`config.mk`:
```
export PLATFORM = sky130hd
export DESIGN_NAME = uart_rx_controller
export DESIGN_NICKNAME = d
export VERILOG_FILES = /design/src/rtl/uart_rx_controller.sv
export SDC_FILE = /design/constraint.sdc
export NUM_CORES = 1
export LEC_CHECK = 0
export ABC_AREA = 1
export CAP_MARGIN = 20
export CORE_MARGIN = 2
export CORE_UTILIZATION = 35
export DETAILED_ROUTE_END_ITERATION = 10
export GPL_TIMING_DRIVEN = 0
export PLACE_DENSITY = 0.65
export SLEW_MARGIN = 20
export SYNTH_ARGS = -nofsm -noshare
export SYNTH_HDL_FRONTEND = slang
export SYNTH_SLANG_ARGS = --single-unit
```
`constraint.sdc`:
```
create_clock -name clk -period 1.4 [get_ports clk]
set_input_delay 0.28 -clock clk [delete_from_list [all_inputs] [get_ports clk]]
set_output_delay 0.28 -clock clk [all_outputs]
set_load 0.02 [all_outputs]
```
`src/rtl/uart_rx_controller.sv`:
```
// UART receive front end: 2-flop line synchroniser, start detect, mid-bit sampling and SIPO drive.
// Optional parity check is compiled in when UART_RX_PARITY_EN is defined.
module uart_rx_controller #(
  parameter int unsigned OVERSAMPLE = 16,
  parameter int unsigned DATA_BITS  = 8,
  parameter int unsigned PARITY_ODD = 0
) (
  input  logic                 clk,
  input  logic                 reset,
  input  logic                 rx_en,
  input  logic                 sample_tick,
  input  logic                 rxd,
  output logic                 sipo_bit,
  output logic                 sipo_read,
  output logic                 data_valid,
  output logic [DATA_BITS-1:0] rx_data,
  output logic                 ferror,
  output logic                 perror
);

  localparam int unsigned CNT_W = $clog2(OVERSAMPLE);
  localparam int unsigned IDX_W = $clog2(DATA_BITS + 1);
  localparam logic [CNT_W-1:0] HALF_LAST = CNT_W'(OVERSAMPLE / 2 - 1);
  localparam logic [CNT_W-1:0] BIT_LAST  = CNT_W'(OVERSAMPLE - 1);
  localparam logic [IDX_W-1:0] IDX_LAST  = IDX_W'(DATA_BITS - 1);

  if (OVERSAMPLE < 4 || (OVERSAMPLE % 2) != 0 || PARITY_ODD > 1) begin : g_param_check
    $error("uart_rx_controller: unsupported parameter set");
  end

`ifdef UART_RX_PARITY_EN
  typedef enum logic [2:0] {ST_IDLE, ST_START, ST_DATA, ST_PARITY, ST_STOP} state_t;
`else
  typedef enum logic [2:0] {ST_IDLE, ST_START, ST_DATA, ST_STOP} state_t;
`endif

  state_t                 state_q, state_d;
  logic [1:0]             sync_q;
  logic                   rxd_s;
  logic [CNT_W-1:0]       cnt_q, cnt_d;
  logic [IDX_W-1:0]       idx_q, idx_d;
  logic [DATA_BITS-1:0]   shreg_q, shreg_d;
  logic                   sipo_bit_d, sipo_read_d, data_valid_d, ferror_d;
  logic [DATA_BITS-1:0]   rx_data_d;
  logic                   par_bad;

`ifdef UART_RX_PARITY_EN
  logic par_err_q, par_err_d;
  logic perror_d;
  assign par_bad = par_err_q;
`else
  assign par_bad = 1'b0;
  assign perror  = 1'b0;
`endif

  assign rxd_s = sync_q[1];

  // State, counters, synchroniser and registered outputs
  always_ff @(posedge clk) begin
    if (!reset) begin
      sync_q     <= 2'b11;
      state_q    <= ST_IDLE;
      cnt_q      <= '0;
      idx_q      <= '0;
      shreg_q    <= '0;
      sipo_bit   <= 1'b0;
      sipo_read  <= 1'b0;
      data_valid <= 1'b0;
      rx_data    <= '0;
      ferror     <= 1'b0;
`ifdef UART_RX_PARITY_EN
      par_err_q  <= 1'b0;
      perror     <= 1'b0;
`endif
    end else begin
      sync_q     <= {sync_q[0], rxd};
      state_q    <= state_d;
      cnt_q      <= cnt_d;
      idx_q      <= idx_d;
      shreg_q    <= shreg_d;
      sipo_bit   <= sipo_bit_d;
      sipo_read  <= sipo_read_d;
      data_valid <= data_valid_d;
      rx_data    <= rx_data_d;
      ferror     <= ferror_d;
`ifdef UART_RX_PARITY_EN
      par_err_q  <= par_err_d;
      perror     <= perror_d;
`endif
    end
  end

  // Next-state and output decode; every decision is qualified by sample_tick
  always_comb begin
    state_d      = state_q;
    cnt_d        = cnt_q;
    idx_d        = idx_q;
    shreg_d      = shreg_q;
    sipo_bit_d   = sipo_bit;
    sipo_read_d  = 1'b0;
    data_valid_d = 1'b0;
    rx_data_d    = rx_data;
    ferror_d     = ferror;
`ifdef UART_RX_PARITY_EN
    par_err_d    = par_err_q;
    perror_d     = perror;
`endif

    if (!rx_en) begin
      state_d = ST_IDLE;
      cnt_d   = '0;
      idx_d   = '0;
    end else if (sample_tick) begin
      case (state_q)
        ST_IDLE: begin
          if (!rxd_s) begin
            state_d = ST_START;
            cnt_d   = '0;
          end
        end

        ST_START: begin
          if (cnt_q == HALF_LAST) begin
            cnt_d = '0;
            if (!rxd_s) begin
              // Confirmed start bit: a new frame begins, so old errors are retired
              state_d  = ST_DATA;
              idx_d    = '0;
              ferror_d = 1'b0;
`ifdef UART_RX_PARITY_EN
              par_err_d = 1'b0;
              perror_d  = 1'b0;
`endif
            end else begin
              state_d = ST_IDLE;
            end
          end else begin
            cnt_d = cnt_q + CNT_W'(1);
          end
        end

        ST_DATA: begin
          if (cnt_q == BIT_LAST) begin
            shreg_d     = {rxd_s, shreg_q[DATA_BITS-1:1]};
            sipo_bit_d  = rxd_s;
            sipo_read_d = 1'b1;
            cnt_d       = '0;
            idx_d       = idx_q + IDX_W'(1);
            if (idx_q == IDX_LAST) begin
`ifdef UART_RX_PARITY_EN
              state_d = ST_PARITY;
`else
              state_d = ST_STOP;
`endif
            end
          end else begin
            cnt_d = cnt_q + CNT_W'(1);
          end
        end

`ifdef UART_RX_PARITY_EN
        ST_PARITY: begin
          if (cnt_q == BIT_LAST) begin
            par_err_d = rxd_s ^ (^shreg_q) ^ 1'(PARITY_ODD);
            state_d   = ST_STOP;
            cnt_d     = '0;
          end else begin
            cnt_d = cnt_q + CNT_W'(1);
          end
        end
`endif

        ST_STOP: begin
          if (cnt_q == BIT_LAST) begin
            // Return to IDLE at the stop midpoint so a following start edge is not missed
            state_d = ST_IDLE;
            cnt_d   = '0;
            if (rxd_s && !par_bad) begin
              data_valid_d = 1'b1;
              rx_data_d    = shreg_q;
              ferror_d     = 1'b0;
`ifdef UART_RX_PARITY_EN
              perror_d     = 1'b0;
`endif
            end else begin
              if (!rxd_s) ferror_d = 1'b1;
`ifdef UART_RX_PARITY_EN
              if (par_bad) perror_d = 1'b1;
`endif
            end
          end else begin
            cnt_d = cnt_q + CNT_W'(1);
          end
        end

        default: begin
          state_d = ST_IDLE;
          cnt_d   = '0;
          idx_d   = '0;
        end
      endcase
    end
  end

endmodule

```
==> results of run 1 <==
## through the flow
step | hold slack, ps | setup TNS [ps] | cell area (sq um) | setup WS, ps
after CTS | 425 | 0 | 1870 | 3.50
after floorplan | 387 | 0 | 1490 | 30.8
after global routing | 447 | -598 | 2020 | -68.3
after global placement | 403 | -8740 | 1710 | -408
final | 420 | 0 | 2020 | 37.4
after detailed placement | 406 | -9070 | 1710 | -406
## cell families (layout without fill, tap and decap cells)
family,count (synthesis),in the layout
xor gates and xnor gates,2,2
other,1,1
AOI/OAI and AO/OA,34,34
and+or+nand+nor,86,86
adders and majority gates,7,7
DFF,31,31
buffers and inverters,26,55
## state kept, by name (all words and copies together), names as in the netlist
name and cells:
cnt_q 4, sipo_bit 1, data_valid 1, state_q 2, shreg_q 7, idx_q 4
ferror 1, rx_data 8, sync_q 2, sipo_read 1
## repair_timing
action | 4_1_cts | 5_1_grt
gates cloned | 0 | 0
pin swaps | 3 | 9
setup endpoints to repair | 40 | 28
endpoints found under the hold margin | 0 | 0
setup buffers | 2 | 3
gates resized for setup | 24 | 35
## report_power, final
part	internal (mW)	leakage (nW)	switching [mW]
logic	0.0286	0.533	0.0468
clock network	0.575	0.0612	0.347
registers	0.880	0.253	0.00463
total	1.48	0.848	0.398
## critical path, stage by stage, from the launching register on
cell,delay [ps]
dfxtp_4,370
ha_4,170
nand2_4,80
o21ai_4,220
nand2_4,90
nor2_4,130
nand2_1,60
o21ai_1,70
nor2_1,50
## cells in the mapped netlist
cell	n	area share, %
nor2_1	36	9.1
dfxtp_1	31	42
nand2_1	25	6.3
inv_1	19	4.8
o21ai_0	14	4.7
nand3_1	10	3.4
a21oi_1	9	3.0
a211oi_2	8	6.7
ha_1	7	5.9
inv_2	3	0.76
nand2_2	3	1.3
or2_2	3	1.3
clkbuf_1	2	0.50
nand3_2	2	1.3
nor2_2	2	0.84
buf_4	1	0.50
buf_6	1	0.76
conb_1	1	0.25
nand3b_1	1	0.50
nand4_1	1	0.42
nand4_4	1	1.4
nor2_4	1	0.76
nor3_4	1	1.1
o211ai_1	1	0.50
o21a_1	1	0.50
o21ai_2	1	0.59
xnor2_1	1	0.59
xor2_1	1	0.59
## layer usage
metal | vias to the layer above | part of all wire [%] | global-route usage, %
met5 | - | 0 | 0
met4 | 0 | 2.3 | 5.88
met3 | 7 | 2.9 | 4.51
met2 | 24 | 51 | 20.4
met1 | 587 | 43 | 14.6
li1 | 664 | - | -
## cell usage in the layout, fill, tap and decap left out, types with 4 or more instances in the layout
| cell type | n |
|---|---|
| a211oi_2 | 8 |
| a21oi_1 | 9 |
| buf_4 | 4 |
| clkbuf_8 | 6 |
| dfxtp_1 | 27 |
| dlygate4sd2_1 | 13 |
| ha_4 | 4 |
| inv_1 | 16 |
| inv_2 | 4 |
| nand2_1 | 21 |
| nand2_2 | 4 |
| nand3_1 | 10 |
| nor2_1 | 29 |
| nor2_2 | 7 |
| o21ai_0 | 12 |
## final timing paths
kind                                         endpoint             startpoint  slack, ps  cells past startpoint
worst max-delay path            idx_q[1]$_SDFFE_PP0P_  cnt_q[0]$_SDFFE_PP0P_         40                      8
worst min-delay path             sync_q[1]$_SDFF_PN1_   sync_q[0]$_SDFF_PN1_        420                      1
worst max register to register  idx_q[1]$_SDFFE_PP0P_  cnt_q[0]$_SDFFE_PP0P_         40                      8
worst min register to register   sync_q[1]$_SDFF_PN1_   sync_q[0]$_SDFF_PN1_        420                      1
## layout make-up
| cell class | count | area, sq um |
|---|---|---|
| well taps | 50 | 62.6 |
| multi-input cells | 130 | 885 |
| fillers | 375 | 2040 |
| clock buffers | 6 | 82.6 |
| clock inverters | 2 | 35.0 |
| repair buffers | 21 | 198 |
| plain buffers | 4 | 31.3 |
| flip-flops and latches | 31 | 633 |
| inverters | 22 | 92.6 |
==> reports/results.tsv, run 1 <==
metric	value	unit
outcome	completed	
Clk pin slew, worst setup/hold paths	70	ps
sequential area share after synthesis	41.7	%
Avg Cell Area, Syn	7.96	sq um
wire per inst	11.3	um
post-synthesis cell area	1490	sq um
Die H	69.2	um
VDD IR max	367	uV
Post-Synth Simple-Gate Area	27.6	%
CP Capture Type	flop	
crit path time final	1360	ps
Initial Utilization	36.7	%
IO buf count	16	
Routed WL	3020	um
placed insts	253	
TritonCTS clock tree	built	
Hold Path Class	flop to flop	
vias in the first global route	1126	
leakage	0.848	nW
pwr/cell area	932	nW/um^2
worst skew pair latency	290	ps
# DRC	0	
max frequency	0.734	GHz
Layout Nets	227	
Synth Area in Compound Gates	16.1	%
Unique masters post-synth	28	
FP Rows	23	
final slew viol count	0	
Final Total Pwr	1.88	mW
Placer Congestion	0.818	
clock sink count	31	
post-synthesis adder-cell area fraction	5.88	%
1st-iter DRT viols	87	
synthesis-to-finish area growth	35.6	%
Slew headroom	57.9	%
# setup viols final	0	
die area	4790	sq um
Routed Antenna Nets	0	
First-pass DRT Iterations	4	
global route overflow	0	
critical setup path kind	flop to flop	
worst-case clock buffer depth	2	
Critical Path AT	1540	ps
Hold Buf Count CTS	0	
Cell Count, Final, Fillers Out	266	
initial antenna violation count	0	
# H-tree levels	2	
Clock Skews	3.69	ps
RSZ-0062 raised after global routing	true	
instance count of the mapped netlist	187	
first-pass GRT wire length	4840	um
Detail Placement HPWL	1940	um
final core occ	49.8	%
Worst Setup Start Kind	flop	
mux cell area share after synthesis	0	%
critical path peak fanout	5	
Synth Net Count	199	
die width	69.2	um
ANT cells	0	
Boundary Pins	18	
largest net degree at the start of global routing	11	
Seq cells post-synth	31	
core area	4060	sq um
share of cells above drive strength 1	29.2	%
Worst EP required	1580	ps
Yosys warnings	0	
clk root buf	clkbuf_8	
XOR/XNOR Fraction of Synth Area	1.18	%
Num CTS Buffers	5	
largest family of logic cells by synthesized area	simple AND/OR/NAND/NOR gates	
Final period util	97.3	%
via count	1282	
worst-margin pin slew	631	ps
Max Cap Violations	0	
Final Hold Viols	0	
vias per inst	4.82	
Total Routing Usage GR	12.5	%
Note: power is estimated with default switching activity, not from simulation.
==> run 2, diff against run 1 <==
CORE_UTILIZATION = 49   (was 35)
PLACE_DENSITY = 0.83   (was 0.65)
SKIP_LAST_GASP = 1   (was unset)
==> reports/results.tsv, run 2 (synthesis results as in run 1) <==
metric	value	unit
outcome	complete, but fails checks	
failing checks	setup timing	
Critical Path AT	1700	ps
Hold Buf Count CTS	0	
Clock Skews	7.30	ps
die area	3500	sq um
Worst EP required	1670	ps
1st-iter DRT viols	33	
Psw	364	uW
Detail Placement HPWL	1920	um
delay-heaviest family, CP	flip-flops	
Layout Nets	239	
vias in the first global route	1155	
RSZ-0062 raised after global routing	true	
initial antenna violation count	0	
wire per inst	12.7	um
vias per inst	5.25	
FP Rows	20	
Seq pwr share	52.2	%
global route hottest layer	met2	
Routed WL	3300	um
pwr/cell area	852	nW/um^2
Clk pin slew, worst setup/hold paths	100	ps
area of the multi-input gates	825	sq um
WP buf/inv	2	
final core occ	66.7	%
commonest non-fill, non-tap cell in the layout	nor2_1	
critical setup path kind	flop to flop	
IO buf count	16	
Routed Antenna Nets	0	
Boundary Pins	18	
Placer Congestion	0.837	
commonest non-fill, non-tap cells in the layout	nor2_1 (33), dfxtp_1 (27), nand2_1 (23)	
largest reg by FF count	rx_data	
largest net degree at the start of global routing	11	
Die H	59.1	um
GR Util met2	28.7	%
final slew viol count	0	
max frequency	0.701	GHz
TritonCTS clock tree	built	
Global Route met3 Usage	4.15	%
CP max-delay cell	dfxtp_1	
clk root buf	clkbuf_4	
critical path peak fanout	4	
worst-margin pin slew	584	ps
slowest stage delay, CP	530	ps
setup TNS	-111	ps
crit path time final	1430	ps
Initial Utilization	50.0	%
worst skew pair latency	330	ps
VDD IR max	557	uV
Logic pwr share	4.3	%
die width	59.1	um
max reg flops	8	
worst-case clock buffer depth	2	
Reg area	633	sq um
first-pass GRT wire length	4790	um
# setup viols final	9	
Final Total Pwr	1.69	mW
First-pass DRT Iterations	4	
Net Sw Frac	21.5	%
Max Cap Violations	0	
Final Hold Viols	0	
GRT met1 Usage	21.9	%
P_int	1.33	mW
# H-tree levels	2	
Worst Setup Start Kind	flop	
via count	1369	
global route overflow	0	
Slew headroom	61.1	%
Regs by FF count	rx_data x8, shreg_q x7	
Final period util	102	%
share of cells above drive strength 1	29.4	%
Hold Path Class	flop to flop	
Clk pwr share	43.5	%
# DRC	0	
most frequent CP cell	buf_4	
leakage	0.852	nW
Total Routing Usage GR	18.1	%
synthesis-to-finish area growth	33.4	%
Num CTS Buffers	5	
clock sink count	31	
Fill cells	232	
CP Capture Type	flop	
core area	2980	sq um
crit path cell chain	nand3_4 > nor3_4 > buf_4 > buf_4 > o21ai_1 > nor2_1	
setup ws final	-26.8	ps
ANT cells	0	
==> run 2: changes by cell type in the layout (fill, tap and decap cells not counted), moves of 3 or more <==
cell      change
buf_4        +10
nor2_1        +4
clkbuf_4      +5
inv_2         -3
clkbuf_8      -5
o21ai_0       -3
buf_6         +3
o21ai_1       +3
nand2_4       -3
==> run 2: timing repair <==
action | in CTS | in global routing
resized for setup | 31 | 19
gates cloned | 1 | 0
setup buffers | 6 | 10
endpoints found under the setup margin | 40 | 29
pin swaps | 4 | 9
==> run 2: power by group through the flow <==
stage                     logic [mW]  registers (mW)  clock network, mW
final                         0.0727           0.883              0.737
after CTS                     0.0670           0.884              0.747
after global routing          0.0790           0.883              0.780
after floorplan               0.0421           0.908                  0
after global placement        0.0646           0.908                  0
after detailed placement      0.0654           0.908                  0
==> run 2: per-stage QoR <==
| stage | area (sq um) | hold slack (ps) | setup slack (ps) | cells |
|---|---|---|---|---|
| after floorplan | 1490 | 387 | 30.8 | 187 |
| after detailed placement | 1690 | 400 | -421 | 236 |
| after global routing | 1990 | 428 | -113 | 261 |
| final | 1990 | 429 | -26.8 | 261 |
| after CTS | 1870 | 423 | -33.9 | 251 |
| after global placement | 1690 | 395 | -384 | 236 |
==> run 2: routing by layer <==
| metal | wire, um | vias to the layer above |
|---|---|---|
| met5 | 0 | - |
| met4 | 90 | 0 |
| met3 | 108 | 10 |
| met2 | 1690 | 36 |
| met1 | 1420 | 634 |
| li1 | - | 689 |
==> run 2: final cells by class <==
cell class,instances,area share (%)
Timing Repair inverter,1,0.378
Tap cell,33,2.08
Sequential cell,31,31.9
Multi-Input combinational cell,130,41.5
Timing Repair Buffer,32,13.7
Clock inverter,2,1.76
Inverter,22,4.66
Clock buffer,6,2.58
Buffer,4,1.39
==> run 2: final timing paths <==
path / from / end / slack [ps] / cells after the start
max reg2reg: cnt_q[3]$_SDFFE_PP0P_ / sipo_bit$_SDFFE_PN0P_ / -30 / 6
max: cnt_q[3]$_SDFFE_PP0P_ / sipo_bit$_SDFFE_PN0P_ / -30 / 6
min: sync_q[0]$_SDFF_PN1_ / sync_q[1]$_SDFF_PN1_ / 430 / 1
min reg2reg: sync_q[0]$_SDFF_PN1_ / sync_q[1]$_SDFF_PN1_ / 430 / 1
==> run 3, diff against run 2 <==
CORE_UTILIZATION = 47   (was 49)
PLACE_DENSITY = 0.81   (was 0.83)
==> reports/results.tsv, run 3 (synthesis results as in run 1) <==
metric	value	unit
Num CTS Buffers	5	
1st-iter DRT viols	47	
core area	3030	sq um
Layout Nets	229	
ANT cells	0	
critical setup path kind	flop to flop	
max reg flops	8	
crit path cell chain	ha_4 > nand2_2 > nor2_4 > nand4_4 > buf_8 > nor2_1 > a211oi_2	
TritonCTS clock tree	built	
CP Capture Type	flop	
Hold Buf Count CTS	0	
Initial Utilization	49.2	%
die width	60.3	um
Cell Count, Final, Fillers Out	262	
final slew viol count	0	
pwr/cell area	779	nW/um^2
FP Rows	20	
Total Routing Usage GR	17.7	%
crit path time final	1390	ps
# setup viols final	0	
vias per inst	4.89	
# DRC	0	
global route overflow	0	
Met3 Wirelength	139	um
commonest non-fill, non-tap cell in the layout	nor2_1	
vias in the first global route	1086	
worst-margin pin slew	589	ps
die area	3630	sq um
share of cells above drive strength 1	25.2	%
wire per inst	11.1	um
Slew headroom	60.8	%
Hold Path Class	flop to flop	
VDD IR max	446	uV
delay-heaviest family, CP	simple AND/OR/NAND/NOR gates	
Placer Congestion	0.851	
IO buf count	16	
Critical Path AT	1600	ps
outcome	completed	
synthesis-to-finish area growth	27.3	%
setup TNS	0	ps
met2 WL post-DR	1400	um
placed insts	247	
clock sink count	31	
Routed WL	2920	um
Boundary Pins	18	
Final Hold Viols	0	
Final period util	99.5	%
commonest non-fill, non-tap cells in the layout	nor2_1 (35), dfxtp_1 (27), nand2_1 (22)	
Worst Setup Start Kind	flop	
Max Cap Violations	0	
critical path peak fanout	10	
slowest stage delay, CP	390	ps
max frequency	0.718	GHz
CP max-delay cell	dfxtp_2	
Routed Antenna Nets	0	
via count	1281	
Fill cells	259	
largest net degree at the start of global routing	12	
top sig layer	met4	
Clk pin slew, worst setup/hold paths	100	ps
placed cell area	1700	sq um
initial antenna violation count	0	
First-pass DRT Iterations	4	
WL met1	1330	um
worst-case clock buffer depth	2	
WP buf/inv	1	
first-pass GRT wire length	4700	um
Detail Placement HPWL	1970	um
Worst EP required	1610	ps
largest reg by FF count	rx_data	
Final Total Pwr	1.48	mW
FF-to-FF setup slack	6	ps
Die H	60.3	um
RSZ-0062 raised after global routing	true	
# H-tree levels	2	
leakage	0.801	nW
clk root buf	clkbuf_4	
worst skew pair latency	340	ps
Clock Skews	8.87	ps
Regs by FF count	rx_data x8, shreg_q x7	
design area	1900	sq um
-- run 3: cell count changes in the layout (fill, tap and decap cells not counted), moves of 2 or more --
cell	before	now
buf_4	14	7
o21ai_0	9	14
o21ai_1	5	0
buf_6	4	1
nor2_2	5	2
nor2_1	33	35
-- run 3: timing repair --
action | CTS | global route
buffers inserted | 4 | 3
setup endpoints to repair | 40 | 28
gates resized for setup | 21 | 20
pin swaps | 2 | 5
gates cloned | 0 | 0
-- run 3: report_power, final --
group	leakage [nW]	internal (mW)	switching [mW]
Clock	0.0272	0.191	0.329
Sequential	0.253	0.881	0.00402
Combinational	0.521	0.0266	0.0444
-- run 3: per-stage QoR --
stage	hold WS, ps	worst slack [ps]	util, %
2_1_floorplan	387	30.8	-
3_3_place_gp	394	-374	56.3
3_5_place_dp	400	-389	56.3
4_1_cts	424	-2.01	59.3
5_1_grt	430	-103	62.6
6_report	421	6.30	62.6
-- run 3: worst register-to-register path, delay by kind of cell, from the launching register on --
kind                     cells  cell delay (ps)
AND/OR/NAND/NOR              4              470
buffers and inverters        1              190
flip-flops                   1              390
AO/OA/AOI/OAI                1               40
adder cells (fa/ha/maj)      1              180
-- run 3: per-layer routing --
layer  GRT usage, %  up-vias
met5              0        -
met3           6.49        5
met1           20.9      578
met2           29.0       32
li1               -      666
met4           6.67        0
-- run 3: cell type report --
type                    instances  area, sq um  area share, %
inverters                      22         90.1           4.75
flip-flops and latches         31          631           33.3
clock buffers                   5         37.5           1.98
multi-input cells             130          832           43.9
plain buffers                   4         30.0           1.58
repair buffers                 23          200           10.6
clock inverters                 3         20.0           1.06
well taps                      44         55.1           2.90
-- run 3: final timing paths --
kind / cells past startpoint / startpoint / to
max: 7 / cnt_q[0]$_SDFFE_PP0P_ / rx_data[6]$_SDFFE_PN0P_
min reg2reg: 1 / sync_q[0]$_SDFF_PN1_ / sync_q[1]$_SDFF_PN1_
max reg2reg: 7 / cnt_q[0]$_SDFFE_PP0P_ / rx_data[6]$_SDFFE_PN0P_
min: 1 / sync_q[0]$_SDFF_PN1_ / sync_q[1]$_SDFF_PN1_
